`src/rtl/datapath_bus_arbiter_pkg.sv`:
```
// rtl/datapath_bus_arbiter_pkg.sv - shared constants for the operand-bus arbiter
package datapath_bus_arbiter_pkg;

    typedef enum logic [1:0] {
        ST_IDLE = 2'd0,
        ST_OWN0 = 2'd1,
        ST_OWN1 = 2'd2
    } state_t;

    localparam logic SEL_REQ0 = 1'b0;
    localparam logic SEL_REQ1 = 1'b1;

    localparam int MAX_HOLD_DEF = 8;
    localparam int HOLD_W_DEF   = 4;

endpackage

```
`src/rtl/datapath_bus_arbiter_tenure_counter.sv`:
```
// rtl/datapath_bus_arbiter_tenure_counter.sv - saturating tenure counter with terminal count
module tenure_counter #(
    parameter int W     = 4,
    parameter int LIMIT = 7
) (
    input  logic         i_clk,
    input  logic         i_clear,
    input  logic         i_en,
    output logic [W-1:0] o_cnt,
    output logic         o_tc
);

    localparam logic [W-1:0] LP_LIMIT = W'(LIMIT);

    logic [W-1:0] r_cnt;

    always_ff @(posedge i_clk) begin
        if (i_clear) begin
            r_cnt <= '0;
        end else if (i_en && (r_cnt != LP_LIMIT)) begin
            r_cnt <= r_cnt + 1'b1;
        end
    end

    assign o_cnt = r_cnt;
    assign o_tc  = (r_cnt == LP_LIMIT);

endmodule

```
`src/rtl/datapath_bus_arbiter.sv`:
```
// rtl/datapath_bus_arbiter.sv - round-robin two-requester arbiter with bounded tenure
module datapath_bus_arbiter
    import datapath_bus_arbiter_pkg::*;
#(
    parameter int MAX_HOLD = MAX_HOLD_DEF,
    parameter int HOLD_W   = HOLD_W_DEF
) (
    input  logic              i_clk,
    input  logic              i_reset,
    input  logic              i_req0,
    input  logic              i_req1,
    output logic              o_gnt0,
    output logic              o_gnt1,
    output logic              o_sel,
    output logic              o_bus_busy,
    output logic [HOLD_W-1:0] o_hold_cnt
);

    state_t r_state;
    state_t w_next_state;
    logic   r_gnt0, r_gnt1, r_sel, r_bus_busy, r_last_owner;
    logic   w_gnt0_nxt, w_gnt1_nxt, w_sel_nxt, w_busy_nxt, w_last_nxt;
    logic   w_tc, w_cnt_clear, w_cnt_en;

    // Counter restarts on reset, any ownership change and while idle; otherwise it counts the stay.
    assign w_cnt_clear = i_reset || (w_next_state != r_state) || (w_next_state == ST_IDLE);
    assign w_cnt_en    = !w_cnt_clear;

    tenure_counter #(
        .W     (HOLD_W),
        .LIMIT (MAX_HOLD - 1)
    ) u_tenure (
        .i_clk   (i_clk),
        .i_clear (w_cnt_clear),
        .i_en    (w_cnt_en),
        .o_cnt   (o_hold_cnt),
        .o_tc    (w_tc)
    );

    always_ff @(posedge i_clk) begin
        if (i_reset) begin
            r_state      <= ST_IDLE;
            r_gnt0       <= 1'b0;
            r_gnt1       <= 1'b0;
            r_sel        <= SEL_REQ0;
            r_bus_busy   <= 1'b0;
            r_last_owner <= 1'b1;
        end else begin
            r_state      <= w_next_state;
            r_gnt0       <= w_gnt0_nxt;
            r_gnt1       <= w_gnt1_nxt;
            r_sel        <= w_sel_nxt;
            r_bus_busy   <= w_busy_nxt;
            r_last_owner <= w_last_nxt;
        end
    end

    always_comb begin
        w_next_state = r_state;
        unique case (r_state)
            ST_IDLE: begin
                if (i_req0 && i_req1) begin
                    w_next_state = r_last_owner ? ST_OWN0 : ST_OWN1;
                end else if (i_req0) begin
                    w_next_state = ST_OWN0;
                end else if (i_req1) begin
                    w_next_state = ST_OWN1;
                end
            end
            ST_OWN0: begin
                if (!i_req0) begin
                    w_next_state = i_req1 ? ST_OWN1 : ST_IDLE;
                end else if (i_req1 && w_tc) begin
                    w_next_state = ST_OWN1;
                end
            end
            ST_OWN1: begin
                if (!i_req1) begin
                    w_next_state = i_req0 ? ST_OWN0 : ST_IDLE;
                end else if (i_req0 && w_tc) begin
                    w_next_state = ST_OWN0;
                end
            end
            default: w_next_state = ST_IDLE;
        endcase
    end

    // sel and last_owner only move when a grant is issued, so they hold through IDLE.
    always_comb begin
        w_gnt0_nxt = (w_next_state == ST_OWN0);
        w_gnt1_nxt = (w_next_state == ST_OWN1);
        w_busy_nxt = (w_next_state != ST_IDLE);
        w_sel_nxt  = r_sel;
        w_last_nxt = r_last_owner;
        if (w_next_state == ST_OWN0) begin
            w_sel_nxt  = SEL_REQ0;
            w_last_nxt = 1'b0;
        end else if (w_next_state == ST_OWN1) begin
            w_sel_nxt  = SEL_REQ1;
            w_last_nxt = 1'b1;
        end
    end

    assign o_gnt0     = r_gnt0;
    assign o_gnt1     = r_gnt1;
    assign o_sel      = r_sel;
    assign o_bus_busy = r_bus_busy;

endmodule

```
`config.mk`:
```
export PLATFORM = sky130hd
export DESIGN_NAME = datapath_bus_arbiter
export DESIGN_NICKNAME = d
export VERILOG_FILES = /design/src/rtl/datapath_bus_arbiter_pkg.sv /design/src/rtl/datapath_bus_arbiter_tenure_counter.sv /design/src/rtl/datapath_bus_arbiter.sv
export SDC_FILE = /design/constraint.sdc
export NUM_CORES = 1
export LEC_CHECK = 0
export ABC_CLOCK_PERIOD_IN_PS = 3000
export CAP_MARGIN = 5
export CELL_PAD_IN_SITES_DETAIL_PLACEMENT = 0
export CELL_PAD_IN_SITES_GLOBAL_PLACEMENT = 1
export CORE_MARGIN = 2
export CORE_UTILIZATION = 38
export CTS_BUF_LIST = sky130_fd_sc_hd__clkbuf_8
export DETAILED_ROUTE_END_ITERATION = 12
export PLACE_DENSITY_LB_ADDON = 0.1
export SLEW_MARGIN = 20
export SYNTH_ARGS = -nofsm -noshare
export SYNTH_HDL_FRONTEND = slang
export SYNTH_SLANG_ARGS = --single-unit
export TNS_END_PERCENT = 10
```
`constraint.sdc`:
```
create_clock -name i_clk -period 3 [get_ports i_clk]
set_input_delay 0.6 -clock i_clk [delete_from_list [all_inputs] [get_ports i_clk]]
set_output_delay 0.6 -clock i_clk [all_outputs]
set_load 0.02 [all_outputs]
```
# After elaboration in Yosys (flattened, before gate mapping)
# Cells that the tools add are included.
# Widths: inputs -> output; s select.
op_classes:
  n_addsub: 1
  n_eq_ne: 7
  muxes: 13
  n_reduce_logical: 12
op_table:
  columns: ["operator", "n"]
  rows:
  - ["$mux 2", 9]
  - ["$pmux 2 s3", 1]
  - ["$add 4x1->4 const B", 1]
  - ["$eq 2x1->1 const B", 2]
  - ["$eq 2x2->1 const B", 2]
  - ["$eq 4x3->1 const B", 1]
  - ["$logic_and 1x1->1", 4]
  - ["$logic_not 2->1", 2]
  - ["$ne 4x3->1 const B", 1]
  - ["$reduce_bool 2->1", 2]
  - ["$mux 1", 3]
  - ["$logic_or 1x1->1", 2]
  - ["$ne 2x2->1", 1]
  - ["$reduce_or 2->1", 1]
  - ["$logic_not 1->1", 1]
totals:
  register_bits: 11
  inputBits: 4
  output_inout_bits: 8

# Longest topological paths before layout
logic_depth:
  ltp_word: 10
  ltp_mapped: 9

# By module
# From an unflattened synthesis, not the netlist that was laid out.
unflattened:
  hier_cells: 63
  hier_area_um2: 568.0
modules_own_cells:
  columns: ["mod", "n_inst", "cells_per_inst", "area_each_um2", "seq_area_each_um2"]
  rows:
  - ["datapath_bus_arbiter", 1, 43, 376.6, 140.1]
  - ["tenure_counter", 1, 20, 191.4, 80.1]

# Worst setup path after synthesis
# Ideal clock, no wire load.
synth_timing:
  path_kind: "reg-to-reg"
  startpoint: "register u_tenure.r_cnt[0] (netlist: u_tenure.o_cnt[0])"
  endpoint: "register u_tenure.r_cnt[0] (netlist: u_tenure.o_cnt[0])"
  setup_time_ns: 0.066
  arrival_ns: 2.227
  setup_slack_ns: 0.707
  stages_incl_launch_ff: 10
  n_path_buf: 0
  synth_period_minus_slack_ns: 2.293
  path_cell_list: "dfxtp_1 > ha_1 > nand3b_4 > and3_4 > or3_4 > ha_1 > nor2_1 > o221a_2 > o2111ai_1 > nor2_1"
synth_via:
  elab_chain_cells: 10
  word_cells_on_any_way: 16
synth_lines:
  columns: ["item", "line_no", "rtl"]
  rows:
  - ["from (decl)", "datapath_bus_arbiter_tenure_counter.sv:15", "logic [W-1:0] r_cnt;"]
  - ["from (signal assigned)", "datapath_bus_arbiter_tenure_counter.sv:21", "r_cnt <= r_cnt + 1'b1;"]
  - ["$eq 4x3->1", "datapath_bus_arbiter_tenure_counter.sv:26", "assign o_tc = (r_cnt == LP_LIMIT);"]
  - ["$logic_and 1x1->1, on equally long branches", "datapath_bus_arbiter.sv:80, datapath_bus_arbiter.sv:73", null]
  - ["$mux 2, on equally long branches", "datapath_bus_arbiter.sv:80, datapath_bus_arbiter.sv:73", null]
  - ["$mux 2, on equally long branches", "datapath_bus_arbiter.sv:78, datapath_bus_arbiter.sv:71", null]
  - ["$pmux 2 s3", "datapath_bus_arbiter.sv:60", "unique case (r_state)"]
  - ["$ne 2x2->1", "datapath_bus_arbiter.sv:26", "assign w_cnt_clear = i_reset || (w_next_state != r_state) || (w_next_state == ST_IDLE);"]
  - ["$logic_or 1x1->1 (2 in a row)", "datapath_bus_arbiter.sv:26", null]
  - ["$logic_not 1->1", "datapath_bus_arbiter.sv:27", "assign w_cnt_en = !w_cnt_clear;"]
  - ["$logic_and 1x1->1", "datapath_bus_arbiter_tenure_counter.sv:20", "end else if (i_en && (r_cnt != LP_LIMIT)) begin"]
# Parallel ways exist; a longest one is shown, timed or not.
# A chain may end at the register's enable or synchronous reset.

# Final worst setup path
layout_timing:
  startpoint: "input i_req0"
  endpoint: "register u_tenure.r_cnt[3] (netlist: u_tenure.o_cnt[3])"
layout_via:
  elab_chain_cells: 9
  word_cells_on_any_way: 15
layout_lines:
  columns: ["item", "line_no", "rtl"]
  rows:
  - ["from (decl)", "datapath_bus_arbiter.sv:10", "input logic i_req0,"]
  - ["$logic_and 1x1->1", "datapath_bus_arbiter.sv:80", "end else if (i_req0 && w_tc) begin"]
  - ["$mux 2", "datapath_bus_arbiter.sv:80", null]
  - ["$mux 2", "datapath_bus_arbiter.sv:78", "if (!i_req1) begin"]
  - ["$pmux 2 s3 (*)", "datapath_bus_arbiter.sv:60", null]
  - ["$ne 2x2->1", "datapath_bus_arbiter.sv:26", null]
  - ["$logic_or 1x1->1", "datapath_bus_arbiter.sv:26", null]
  - ["$logic_or 1x1->1 (*)", "datapath_bus_arbiter.sv:26", null]
  - ["$logic_not 1->1", "datapath_bus_arbiter.sv:27", null]
  - ["$logic_and 1x1->1", "datapath_bus_arbiter_tenure_counter.sv:20", null]
# Mark *: on every way between the ends. The rest lies on a longest branch, timed or not.

==> results.yml <==
run_status:
  status: "finished, final reports clean"
grt:
  grt_pass1_wl_mm: 1.84
  grt_pass1_vias: 434
  grt_overflow: 0
  grt_max_degree: 9
  gr-usage-all-layers_pct: 13.9
  antenna_found_initial: 0
yosys:
  synth_common_cells: "dfxtp_1, nor2_1, nand2_1, o21ai_0"
  synth_edf_count: 0
  ys_top_cells_by_area: "dfxtp_1, ha_1, nor2_1"
  ys.flop_type: "dfxtp_1"
  synthesis.nets: 70
  synthArstFlopShare_pct: 0
  yosysMostFrequentCell: "dfxtp_1"
  yosysUniqueCellTypes: 24
  seq_area_frac_synth_pct: 39.1
  synth_area_sq_um: 563
  syn_area_per_cell_sq_um: 9.08
  syn_inst: 62
  yosys_warnings: 0
  synth.top_cell.area_share_pct: 39.1
  yosysTopAreaCell: "dfxtp_1"
  ys_ff_latch: 11
clock_tree:
  cts_resized: 0
  cts_num_sinks: 11
  cts_buffers: 3
  cts_tree: "yes"
  cts-root-buf: "clkbuf_8"
  cts.clk_slew.worst_paths_ns: 0.05
  post_cts_buffers: 0
  hold_buffers: 0
  cts_max_level: 1
  ctsLongestPathBuffers: 2
  clock_latency_ns: 0.23
power:
  total_power_mw: 0.365
  p_leak_nw: 0.334
  p_per_area_nw_per_um2: 496
  irDropWorstVdd_uv: 272
worst_setup_path:
  worstReg2RegStart: "u_tenure.o_cnt[0]$_SDFFE_PP0P_"
  worstPathCellList: "clkdlybuf4s50_1 > and4b_2 > o21ai_0 > nand3_1 > ha_1 > nor2_1 > o221a_2 > o2111ai_1 > nor2_1"
  reg2reg_to: "u_tenure.o_cnt[3]$_SDFFE_PP0P_"
  crit_path_start_kind: "input port"
  rrSetupSlack_ns: 0.60
  endpoint_kind: "flip-flop"
  rr_worst_depth: 9
  crit_path_max_incr_delay_ns: 0.49
  cp_max_fo: 6
  slowest_stage: "clkdlybuf4s50_1"
  crit_top_cell: "nor2_1"
  crit_arrival_ns: 2.60
  path_class: "in -> reg"
  cp.required_ns: 3.17
sta:
  relSlewSlack_pct: 74.3
  rsz0062_at_grt: "no"
  worst_slack_ns: 0.567
  maxSlewViolCount: 0
  setup_viol: 0
  fin_crit_sh_pct: 81.1
  skew_ns: 0.00326
  min_period_ns: 2.43
  fin_setup_tns_ns: 0
  worstMarginPinSlew_ns: 0.385
  finalHoldViolations: 0
  whs_ns: 0.487
  fmax_mhz: 411
floorplanning:
  rows: 13
  start_util_pct: 41.7
  die_w_microns: 42.5
  coreArea_sq_um: 1350
  die_h_microns: 42.5
  ios: 12
  dieArea_sq_um: 1810
drt:
  drtAntennaViolNets: 0
  wl_mm: 1.04
  via_per_inst: 5.09
  wire_per_inst_microns: 11.3
  drtIter0Drc: 2
  first_pass_iters: 3
  vias: 468
  post-route-drc-count: 0
run:
  drv_cap: 0
placement:
  hpwl_microns: 789
  dp_slack_ns: 0.316
  gp_congestion: 0.674
  port_buffers: 11
finish:
  antenna_cells: 0
  fillers: 144
  final_layout_size_suffix_gt1_share_pct: 13.0
  final-seq-area_sq_um: 220
  layout.nets: 86
  fin_util_pct: 54.6
  syn2layout_area_growth_pct: 30.9
  multiInputGateArea_sq_um: 332
hold_path:
  hold_class: "reg -> reg"
  hold_depth: 2
  min_to: "o_sel$_SDFFE_PP0P_"
  hold_path.startpoint: "o_sel$_SDFFE_PP0P_"
-- metrics by stage --
step | std cells | area, sq um
2_1_floorplan | 62 | 563
3_3_place_gp | 88 | 692
3_5_place_dp | 88 | 692
4_1_cts | 92 | 737
5_1_grt | 92 | 737
6_report | 92 | 737
-- worst max-delay path, delay by kind of cell --
kind,cells,cell delay (ns)
AOI/OAI and AO/OA,3,0.54
and+or+nand+nor,4,0.74
adders and majority gates,1,0.24
buffers and inverters,1,0.49
-- layer usage --
layer | track usage [%] | vias up | part of all wire (%)
li1 | - | 247 | -
met1 | 17.3 | 210 | 48
met2 | 19.7 | 9 | 47
met3 | 6.47 | 2 | 4.1
met4 | 7.50 | 0 | 1.2
met5 | 0 | - | 0
-- registers in the layout, summed over array words and instances (netlist names) --
name	count
o_gnt1	1
o_sel	1
r_last_owner	1
o_gnt0	1
u_tenure.o_cnt	4
o_bus_busy	1
r_state	2
-- layout make-up --
| class | count | area share [%] |
|---|---|---|
| Sequential cell | 11 | 29.9 |
| Clock buffer | 3 | 5.60 |
| Tap cell | 15 | 2.55 |
| Multi-Input combinational cell | 48 | 45.0 |
| Clock inverter | 1 | 0.509 |
| Inverter | 3 | 1.53 |
| Timing Repair Buffer | 11 | 14.9 |
-- layout by cell type, fill, tap and decap left out --
| cell type | n |
|---|---|
| ha_1 | 4 |
| and3_4 | 1 |
| o21ai_0 | 5 |
| or3_4 | 1 |
| mux2i_1 | 1 |
| and2_1 | 1 |
| o311ai_0 | 1 |
| dfxtp_1 | 11 |
| nand3_1 | 3 |
| o221a_2 | 1 |
| nand2_1 | 5 |
| inv_1 | 4 |
| nor2_2 | 1 |
| a21oi_1 | 1 |
| nor2_1 | 8 |
| nor2b_1 | 4 |
| clkbuf_8 | 3 |
| nand3b_4 | 1 |
| xnor2_1 | 1 |
| and4b_2 | 1 |
| a221o_2 | 1 |
| o31a_1 | 1 |
| o2111ai_1 | 1 |
| clkdlybuf4s50_1 | 11 |
| nor3_1 | 2 |
| nand2b_1 | 3 |
-- how the worst max path moves through the flow --
stage,from,endpoint,slack [ns],depth (start not counted)
after floorplan,u_tenure.o_cnt[0]$_SDFFE_PP0P_,u_tenure.o_cnt[0]$_SDFFE_PP0P_,0.71,9
after global placement,i_req0,u_tenure.o_cnt[1]$_SDFFE_PP0P_,0.32,9
after detailed placement,i_req0,u_tenure.o_cnt[3]$_SDFFE_PP0P_,0.32,9
after CTS,i_req0,u_tenure.o_cnt[3]$_SDFFE_PP0P_,0.52,9
after global routing,i_req0,u_tenure.o_cnt[2]$_SDFFE_PP0P_,0.36,9
final,i_req0,u_tenure.o_cnt[3]$_SDFFE_PP0P_,0.57,9
-- cell families after synthesis --
group,count (synthesis),synth area share [%]
multiplexers,1,1.78
XOR/XNOR,1,1.56
buffers and inverters,3,2.00
flip-flops,11,39.1
AND/OR/NAND/NOR,31,32.7
AO/OA/AOI/OAI,11,14.0
adder cells (fa/ha/maj),4,8.89
-- power by group --
group          total, mW  switching [mW]  internal (mW)
Sequential         0.163         0.00766          0.155
Combinational     0.0598          0.0295         0.0303
Clock              0.143          0.0532         0.0896
No activity file was read; power rests on OpenSTA's default activity.
